File: config.mk
export PLATFORM = sky130hd
export DESIGN_NAME = demux1to7_capture_flat
export DESIGN_NICKNAME = d
export VERILOG_FILES = /design/src/rtl/demux1to7_capture_pkg.sv /design/src/rtl/demux1to7_capture_if.sv /design/src/rtl/demux1to7_capture_mod_n_counter.sv /design/src/rtl/demux1to7_capture.sv /design/src/flat_wrapper.sv
export SDC_FILE = /design/constraint.sdc
export NUM_CORES = 1
export LEC_CHECK = 0
export CAP_MARGIN = 10
export CORE_MARGIN = 2
export CORE_UTILIZATION = 41
export DETAILED_ROUTE_END_ITERATION = 8
export PLACE_DENSITY = 0.7
export SYNTH_ARGS = -nofsm -noshare
export SYNTH_HDL_FRONTEND = slang
export SYNTH_SLANG_ARGS = --single-unit
File: constraint.sdc
create_clock -name clock -period 1.8 [get_ports clock]
set_input_delay 0.54 -clock clock [delete_from_list [all_inputs] [get_ports clock]]
set_output_delay 0.54 -clock clock [all_outputs]
set_load 0.05 [all_outputs]
File: src/rtl/demux1to7_capture_pkg.sv
// demux1to7_capture_pkg: shared sizes, select constants and FSM encoding
package demux_pkg;
  localparam int NUM_OUT = 7;
  localparam int SEL_W = 3;
  localparam logic [SEL_W-1:0] LAST_SEL = SEL_W'(NUM_OUT - 1);
  localparam logic [SEL_W-1:0] INVALID_SEL = 3'b111;
  localparam logic [1:0] IDLE = 2'd0;
  localparam logic [1:0] SHIFT = 2'd1;
  localparam logic [1:0] DONE = 2'd2;
endpackage

File: src/rtl/demux1to7_capture_if.sv
// demux1to7_capture_if: data, strobe, select and status bundle of the demux
interface demux1to7_capture_if;
  import demux_pkg::*;
  logic in;
  logic load;
  logic mode;
  logic [SEL_W-1:0] DemuxSelect;
  logic [NUM_OUT-1:0] out;
  logic [SEL_W-1:0] scan_idx;
  logic frame_done;
  logic bad_sel;
  modport master (
    output in, load, mode, DemuxSelect,
    input out, scan_idx, frame_done, bad_sel
  );
  modport slave (
    input in, load, mode, DemuxSelect,
    output out, scan_idx, frame_done, bad_sel
  );
endinterface

File: src/rtl/demux1to7_capture_mod_n_counter.sv
// mod_n_counter: scan index counting 0..NUM_OUT-1, wrap flags the terminal write
module mod_n_counter
  import demux_pkg::*;
(
  input  logic             clock,
  input  logic             reset,
  input  logic             clear,
  input  logic             enable,
  output logic [SEL_W-1:0] count,
  output logic             wrap
);
  assign wrap = enable && count == LAST_SEL;
  always_ff @(posedge clock) begin
    if (reset || clear) count <= '0;
    else if (enable) count <= wrap ? '0 : count + 1'b1;
  end
endmodule

File: src/rtl/demux1to7_capture.sv
// demux1to7_capture: addressed or scanned 1-to-7 registered demux with frame/bad-select pulses
module demux1to7_capture
  import demux_pkg::*;
#(
  parameter logic [NUM_OUT-1:0] RESET_VAL = '0
) (
  input logic clock,
  input logic reset,
  demux1to7_capture_if.slave bus
);
  logic [1:0] state, state_nx;
  logic [SEL_W-1:0] wr_idx;
  logic wr_en, scan_ld, wrap;
  assign scan_ld = bus.mode && bus.load;
  mod_n_counter u_cnt (
    .clock(clock),
    .reset(reset),
    .clear(!bus.mode),
    .enable(scan_ld),
    .count(bus.scan_idx),
    .wrap(wrap)
  );
  // scan_idx is always 0 in IDLE and DONE, so it doubles as the frame-start index
  always_comb begin
    state_nx = !bus.mode ? IDLE
             : scan_ld ? ((state == SHIFT && wrap) ? DONE : SHIFT)
             : (state == DONE ? IDLE : state);
    wr_idx = bus.mode ? bus.scan_idx : bus.DemuxSelect;
    wr_en = bus.load && (bus.mode || bus.DemuxSelect <= LAST_SEL);
  end
  always_ff @(posedge clock) begin
    if (reset) begin
      state <= IDLE;
      bus.out <= RESET_VAL;
      bus.frame_done <= 1'b0;
      bus.bad_sel <= 1'b0;
    end else begin
      state <= state_nx;
      if (wr_en) bus.out[wr_idx] <= bus.in;
      bus.frame_done <= scan_ld && state == SHIFT && wrap;
      bus.bad_sel <= !bus.mode && bus.load && bus.DemuxSelect > LAST_SEL;
    end
  end
endmodule
File: src/flat_wrapper.sv
// flat-port wrapper written by rule: the top's interface ports become plain ports
module demux1to7_capture_flat import demux_pkg::*;
#(
  parameter logic [NUM_OUT-1:0] RESET_VAL = '0
)
  (clock, reset, bus_in, bus_load, bus_mode, bus_DemuxSelect, bus_out, bus_scan_idx, bus_frame_done, bus_bad_sel);
  demux1to7_capture_if bus_i ();
  input logic clock;
  input logic reset;
  input wire logic [$bits(bus_i.in)-1:0] bus_in;
  input wire logic [$bits(bus_i.load)-1:0] bus_load;
  input wire logic [$bits(bus_i.mode)-1:0] bus_mode;
  input wire logic [$bits(bus_i.DemuxSelect)-1:0] bus_DemuxSelect;
  output wire logic [$bits(bus_i.out)-1:0] bus_out;
  output wire logic [$bits(bus_i.scan_idx)-1:0] bus_scan_idx;
  output wire logic [$bits(bus_i.frame_done)-1:0] bus_frame_done;
  output wire logic [$bits(bus_i.bad_sel)-1:0] bus_bad_sel;
  assign bus_i.in = bus_in;
  assign bus_i.load = bus_load;
  assign bus_i.mode = bus_mode;
  assign bus_i.DemuxSelect = bus_DemuxSelect;
  assign bus_out = bus_i.out;
  assign bus_scan_idx = bus_i.scan_idx;
  assign bus_frame_done = bus_i.frame_done;
  assign bus_bad_sel = bus_i.bad_sel;
  demux1to7_capture #(.RESET_VAL(RESET_VAL)) u_core (.clock(clock), .reset(reset), .bus(bus_i));
endmodule
# After elaboration in Yosys (flattened, before gate mapping)
# Index checks and enable logic that the tools add are counted.
# Widths: inputs -> output; s select.
totals:
  elab_cells: 36
  input_bits: 8
  out_inout_bits: 12
  register_bits: 14
classes:
  n_reduce_logical: 14
  n_addsub: 1
  n_eq_ne: 3
  n_mux: 8
  bitwise: 1
  n_lt_le_gt_ge: 4
ops:
  columns: ["op", "n"]
  rows:
  - ["$logic_and 1x1->1", 9]
  - ["$bwmux 7", 1]
  - ["$mux 2", 3]
  - ["$mux 3", 2]
  - ["$lt 3x4->1 const B", 1]
  - ["$add 3x1->3 const B", 1]
  - ["$demux 1 s3", 1]
  - ["$eq 3x3->1 const B", 1]
  - ["$ge 3x1->1 const B", 1]
  - ["$gt 3x3->1 const B", 1]
  - ["$le 3x3->1 const B", 1]
  - ["$eq 2x1->1 const B", 1]
  - ["$eq 2x2->1 const B", 1]
  - ["$logic_or 1x1->1", 2]
  - ["$reduce_bool 2->1", 1]
  - ["$reduce_or 2->1", 1]
  - ["$logic_not 1->1", 1]
  - ["$mux 1", 1]
  - ["$not 1->1", 1]

# Logic depth before layout (Yosys ltp)
# Gate-level depths: netlist (run 1).
logic_depth:
  ltp_word: 6
  ltp_mapped: 6
  mapped_depth_nobuf: 6

# Hierarchy
# Synthesis (run 1) repeated with hierarchy kept, for this count alone.
hier_totals:
  hier_cells: 79
  hier_area_um2: 747.0
modules_own_cells:
  columns: ["module", "area_per_inst_um2", "cells_each", "instances"]
  rows:
  - ["demux1to7_capture", 585.6, 63, 1]
  - ["mod_n_counter", 161.4, 16, 1]

# Worst setup path before layout (run 1)
# No wires, ideal clock.
synth_path:
  path_type: "register to register"
  start: "reg u_core.u_cnt.count[1]"
  end: "reg u_core.state[0]"
  setup_time_ps: 115
  path_slack_ps: 98
  arrival_ps: 1587
  n_path_buf: 0
  stages_incl_launch_ff: 6
  cell_sequence: "dfxtp_1 -> ha_1 -> nand2_1 -> or3_1 -> mux2i_1 -> nor2_1"
synth_via:
  elab_chain_len: 5
synth_lines:
  columns: ["item", "line_no", "source"]
  rows:
  - ["start: declaration", "demux1to7_capture_mod_n_counter.sv:9", "output logic [SEL_W-1:0] count,"]
  - ["start signal: assignment", "demux1to7_capture_mod_n_counter.sv:15", "else if (enable) count <= wrap ? '0 : count + 1'b1;"]
  - ["$eq 3x3->1", "demux1to7_capture_mod_n_counter.sv:12", "assign wrap = enable && count == LAST_SEL;"]
  - ["$logic_and 1x1->1", "demux1to7_capture_mod_n_counter.sv:12", null]
  - ["$logic_and 1x1->1", "demux1to7_capture.sv:26", ": scan_ld ? ((state == SHIFT && wrap) ? DONE : SHIFT)"]
  - ["$mux 2 (2 in series)", "demux1to7_capture.sv:26", null]
  - ["end signal: assignment", "demux1to7_capture.sv:38", "state <= state_nx;"]
  - ["end: declaration", "demux1to7_capture.sv:11", "logic [1:0] state, state_nx;"]
# Every way passes these cells.
# A chain may end at the register's enable or synchronous reset.

# Final worst setup path (run 1)
layout_path:
  start: "in bus_mode"
  end: "reg u_core.bus.out[4]"
layout_via:
  elab_chain_len: 6
layout_lines:
  columns: ["item", "line_no", "source"]
  rows:
  - ["start: declaration", "flat_wrapper.sv:12", "input wire logic [$bits(bus_i.mode)-1:0] bus_mode;"]
  - ["$mux 3", "demux1to7_capture.sv:28", "wr_idx = bus.mode ? bus.scan_idx : bus.DemuxSelect;"]
  - ["$lt 3x4->1 (not written as such) / $ge 3x1->1 (equally long branches)", "demux1to7_capture.sv:39", "if (wr_en) bus.out[wr_idx] <= bus.in;"]
  - ["$logic_and 1x1->1 (not written as such)", "demux1to7_capture.sv:39", null]
  - ["$mux 1 (not written as such)", "demux1to7_capture.sv:39", null]
  - ["$demux 1 s3", null, null]
  - ["$bwmux 7", "demux1to7_capture.sv:39", null]
  - ["end signal: indexed assignment", "demux1to7_capture.sv:39", null]
  - ["end: declaration", "demux1to7_capture_if.sv:18", "output out, scan_idx, frame_done, bad_sel"]
# Parallel ways exist; a longest one is shown, timed or not.

==> results.toml, run 1 <==
[outcome]
status = "finished clean"

[setup_path]
crit_arrival_ps = 1830
cp-start-kind = "primary input"
worst-r2r-cell-count = 5
path_class = "primary input to flop"
crit_fanout = 4
cp.required_ps = 1980
setup.worst_path.end_class = "flop"

[timing]
finalCritPeriodShare_pct = 92.0
setup_slack_ps = 145
period_needed_ps = 1660
rsz0062_at_grt = "no"
whs_ps = 457
worst_pin_slew_ps = 331
max_freq_mhz = 604
finalSetupViolations = 0
skew_ps = 3.97
finalMaxSlewViolations = 0
hold_viol_final = 0
relSlewSlack_pct = 77.9

[synthesis]
ys_async_sr_fraction_pct = 0
yosysUniqueCellTypes = 30
yosys_most_used_dff = "dfxtp_1"
ys_top_cells_by_count = "dfxtp_1 (14), mux2i_1 (8), nor2_1 (8)"
ys_top_cells_by_area = "dfxtp_1 (38%), mux2i_1 (11%), o211ai_2 (6.7%)"
yosysWarnings = 0
synth_area_per_cell_sq_um = 9.93
yosys.area.top_type_share_pct = 37.6
yosysMostFrequentCell = "dfxtp_1"
synth_nets = 85
synth_edf_count = 0
seq_area_frac_synth_pct = 37.6
syn-cell-area_sq_um = 744
postSynthCellCount = 75
synth_top_cell_by_area = "dfxtp_1"
ys_ff_latch = 14

[detailed_routing]
post-route-drc-count = 0
drtPass1Iterations = 4
viasPerCell = 4.80
routed_wl_um = 1490
drt_iter0_markers = 11
vias = 605
wire_per_inst_um = 11.8
ant_nets = 0

[clock_network]
cts_setup_buffers = 0
cts_htree_levels = 1
cts_tree = "done"
cts_buffers = 3
cts_sinks = 14
cts.reportedPaths.clkPinSlew_ps = 90
clockBufferDepth = 2
ctsHoldBuffers = 0
root_buffer = "clkbuf_4"
cts_resized = 0
clkLatencyLatePin_ps = 280

[place]
dp_hpwl_um = 1150
portBuffers = 19
place.gp.congestion = 0.751
place_ws_ps = -172
dpl.cell_count = 122
place_area_sq_um = 998

[power]
swShare_pct = 25.2
ir_drop_mv = 0.409
seq_power_share_pct = 48.8
power_uw = 658
pwr_density_cell_nw_per_um2 = 636
internal_power_uw = 493
pwr-share-clk_pct = 34.2
p_comb_share_pct = 17.0
leakage_uw = 0.000461
power_switching_uw = 166

[grt]
grt_usage_pct = 15.4
grt_pass1_vias = 512
grt_pass1_wl_um = 2300
grt_max_degree = 13
grt_overflow = 0
antenna_found_initial = 0

[finish]
drive_above_1_share_pct = 32.7
finish.instance_area_sq_um = 1030
synthToLayoutAreaGrowth_pct = 39.0
final-instance-count-excl-fill = 126
nNetsFinal = 112
antennaDiodeCount = 0

[min_path]
hold_depth = 2
hold_path.class = "flop to flop"

[die]
ioPinCount = 20
die_x_um = 46.6
num_rows = 15
dieArea_sq_um = 2170
core-area_sq_um = 1710
start_util_pct = 43.6
die_height_um = 46.6

[run]
cap_violations = 0
-- cell families after synthesis --
kind of cell    after synthesis  share of synthesized area (%)
simple gates                 32                           26.4
buf+inv                       5                           3.70
mux                           9                           13.8
flops                        14                           37.6
compound gates               13                           15.1
fa+ha+maj                     2                           3.36
-- layout by cell type, fill, tap and decap left out, drive strengths merged, types with 4 or more instances in the layout --
master	n
o211ai	6
clkbuf	4
clkdlybuf4s50	7
dfxtp	14
nand2b	4
nand2	5
nor2	8
buf	18
mux2i	9
-- path summary, 6_finish.rpt --
kind                                     to  slack, ps                                from
max          u_core.bus.out[4]$_SDFFE_PP0P_        140                            bus_mode
max reg2reg    u_core.state[0]$_SDFFE_PP0P_        280  u_core.u_cnt.count[1]$_SDFFE_PP0P_
min reg2reg    u_core.state[1]$_SDFFE_PP0P_        460        u_core.state[1]$_SDFFE_PP0P_
min            u_core.state[1]$_SDFFE_PP0P_        460        u_core.state[1]$_SDFFE_PP0P_
-- routing by layer --
layer  vias to the layer above  track usage (%)  wire [um]
li1                        323                -          -
met1                       268             21.1        741
met2                        12             22.5        679
met3                         2             2.75         59
met4                         0             8.33          9
met5                         -                0          0
-- critical path, stage by stage --
cell and delay, ps:
clkdlybuf4s50_1 480, buf_4 130, mux2i_4 300, o211ai_2 150, mux2i_1 170, nor2_1 60
-- power by group through the flow --
stage | logic [uW] | registers (uW) | clock network, uW
floorplan | 48.9 | 344 | 0
global placement | 111 | 328 | 0
detailed placement | 112 | 329 | 0
CTS | 112 | 322 | 236
global route | 120 | 323 | 251
finish | 112 | 321 | 225
-- through the flow --
| stage | utilization, % | TNS (ps) |
|---|---|---|
| finish | 60.6 | 0 |
| floorplan | - | 0 |
| global placement | 58.5 | -597 |
| detailed placement | 58.5 | -874 |
| CTS | 60.6 | 0 |
| global route | 60.6 | 0 |
-- cell type report --
class	count	area, sq um
clock buffer	4	36.3
timing repair buffer	25	243
inverter	2	7.51
tap	25	31.3
multi-input combinational	56	437
sequential	14	280
fill	157	673
-- registers in the layout (all words and copies together), names as in the netlist --
signal / flops
u_core.bus.out: 7
u_core.u_cnt.count: 3
u_core.state: 2
u_core.bus.bad_sel: 1
u_core.bus.frame_done: 1
Power figures use the tool's default switching activity.
==> run 2, diff against run 1 <==
- ABC_AREA: not set -> 1
- PLACE_DENSITY: 0.7 -> 0.69
- SKIP_CTS_REPAIR_TIMING: not set -> 1
==> results.toml, run 2 <==
[outcome]
status = "finished clean"

[place]
place.gp.congestion = 0.798
place_ws_ps = -84.4
portBuffers = 19
dp_hpwl_um = 1260

[clock_network]
cts_sinks = 14
cts_htree_levels = 1
clkLatencyLatePin_ps = 280
cts.reportedPaths.clkPinSlew_ps = 90
root_buffer = "clkbuf_4"
cts_tree = "done"
cts_buffers = 3
clockBufferDepth = 2

[grt]
antenna_found_initial = 0
met3_usage_pct = 3.46
use_met1_pct = 16.9
grt-busiest-layer = "met2"
grt_overflow = 0
met2_usage_pct = 31.2
grt_pass1_vias = 674
grt_pass1_wl_um = 2590
grt_usage_pct = 16.8
grt_max_degree = 9

[detailed_routing]
post-route-drc-count = 0
wire_per_inst_um = 9.89
viasPerCell = 4.64
routed_wl_um = 1590
ant_nets = 0
drtPass1Iterations = 5
drt_iter0_markers = 17
vias = 747

[die]
start_util_pct = 44.0
dieArea_sq_um = 2210
die_x_um = 47.0
core-area_sq_um = 1730
ioPinCount = 20
die_height_um = 47.0
num_rows = 15

[power]
ir_drop_mv = 0.449
leakage_uw = 0.000513
power_uw = 692
pwr_density_cell_nw_per_um2 = 645

[timing]
setup_slack_ps = 182
skew_ps = 4.29
max_freq_mhz = 618
finalMaxSlewViolations = 0
worst_pin_slew_ps = 267
hold_viol_final = 0
relSlewSlack_pct = 82.2
finalCritPeriodShare_pct = 89.9
finalSetupViolations = 0
setup_tns_ps = 0
rsz0062_at_grt = "no"
period_needed_ps = 1620
whs_ps = 484

[synthesis]
yosys.area.top_type_share_pct = 36.9
synth_area_per_cell_sq_um = 7.16
synth_top_cell_by_area = "dfxtp_1"
yosysUniqueCellTypes = 20
syn-cell-area_sq_um = 759
yosysWarnings = 0
ys_top_cells_by_count = "nand2_1 (25), dfxtp_1 (14), nor2_1 (14)"
yosysMostFrequentCell = "nand2_1"
seq_area_frac_synth_pct = 36.9
ys_top_cells_by_area = "dfxtp_1 (37%), nand2_1 (12%), nor2_1 (6.9%)"
ys_async_sr_fraction_pct = 0
yosys_most_used_dff = "dfxtp_1"
postSynthCellCount = 106
ys_ff_latch = 14
synth_edf_count = 0
synth_nets = 116

[finish]
synthToLayoutAreaGrowth_pct = 41.4
final_common_cell = "nand2_1"
largest_reg_flops = 7
drive_above_1_share_pct = 32.4
final_core_util_pct = 62.2
layout_common_cells = "nand2_1 (25), buf_4 (17), nor2_1 (14), dfxtp_1 (14), inv_1 (10)"
nNetsFinal = 147
antennaDiodeCount = 0
n_fill_cell = 156
top_regs = "u_core.bus.out: 7 flops, u_core.u_cnt.count: 3 flops, u_core.state: 2 flops"
top_register = "u_core.bus.out"

[setup_path]
worst_path_most_repeated_cell = "nand2_1"
cp-startpoint = "bus_mode"
crit_arrival_ps = 1800
worstPathCellList = "clkdlybuf4s50_1 -> buf_4 -> nand2_1 -> nand2_2 -> nand2_1 -> nor2_2 -> nand3_1 -> nand2_1 -> nor2_1"
crit_fanout = 8
setup.worst_path.end_class = "flop"
cp.required_ps = 1980
critPathTopFamily = "simple AND/OR/NAND/NOR gates"
worst-path-buf-inv = 2
cp-start-kind = "primary input"
path_class = "primary input to flop"
slowest_stage = "clkdlybuf4s50_1"
crit-reg2reg-launch = "u_core.u_cnt.count[0]$_SDFFE_PP0P_"
cpPeakStageDelay_ps = 450

[min_path]
worstHoldStart = "u_core.state[0]$_SDFFE_PP0P_"
hold_path.class = "flop to flop"

[run]
cap_violations = 0
[run 2: final timing paths]
path              slack, ps                            endpoint  depth (start not counted)
hold reg to reg         480        u_core.state[0]$_SDFFE_PP0P_                          2
hold / removal          480        u_core.state[0]$_SDFFE_PP0P_                          2
setup reg to reg        580  u_core.u_cnt.count[0]$_SDFFE_PP0P_                          5
setup / recovery        180      u_core.bus.out[4]$_SDFFE_PP0P_                          9
[run 2: cell type report]
type | count | area [sq um] | share of cell area, %
Multi-Input combinational cell | 76 | 409 | 38.1
Sequential cell | 14 | 280 | 26.1
Clock buffer | 4 | 36.3 | 3.38
Tap cell | 25 | 31.3 | 2.91
Inverter | 15 | 58.8 | 5.48
Timing Repair Buffer | 27 | 258 | 24.0
[run 2: report_power, final]
part	internal, uW	switching [uW]
Sequential	317	5.56
Clock	123	108
Combinational	55.1	83.6
Total	495	197
[run 2: through the flow]
step | instances | area [sq um]
global route | 161 | 1070
detailed placement | 157 | 1040
global placement | 157 | 1040
finish | 161 | 1070
floorplan | 106 | 759
CTS | 161 | 1070
[run 2: cells by family (layout without fill, tap and decap cells)]
family	after synthesis	count (layout)	synth area share (%)
xor+xnor	1	1	1.15
flops	14	14	36.9
buf+inv	16	46	9.23
fa+ha+maj	2	2	3.29
compound gates	8	8	6.26
simple gates	65	65	43.2
[run 2: worst register-to-register path: stages, from the launching register on]
cell,delay [ps]
dfxtp_1,480
inv_1,80
ha_1,210
nand3_1,80
nand2_1,90
o31ai_1,200
[run 2: metal layers]
layer	wire length (um)	part of all wire, %
met1	639	40
met2	836	53
met3	72	4.5
met4	44	2.8
met5	0	0
==> run 3, diff against run 2 <==
- SKIP_LAST_GASP: not set -> 1
==> results of run 3 <==
Same layout as run 2: the final DEF is identical, and so are final timing and power.
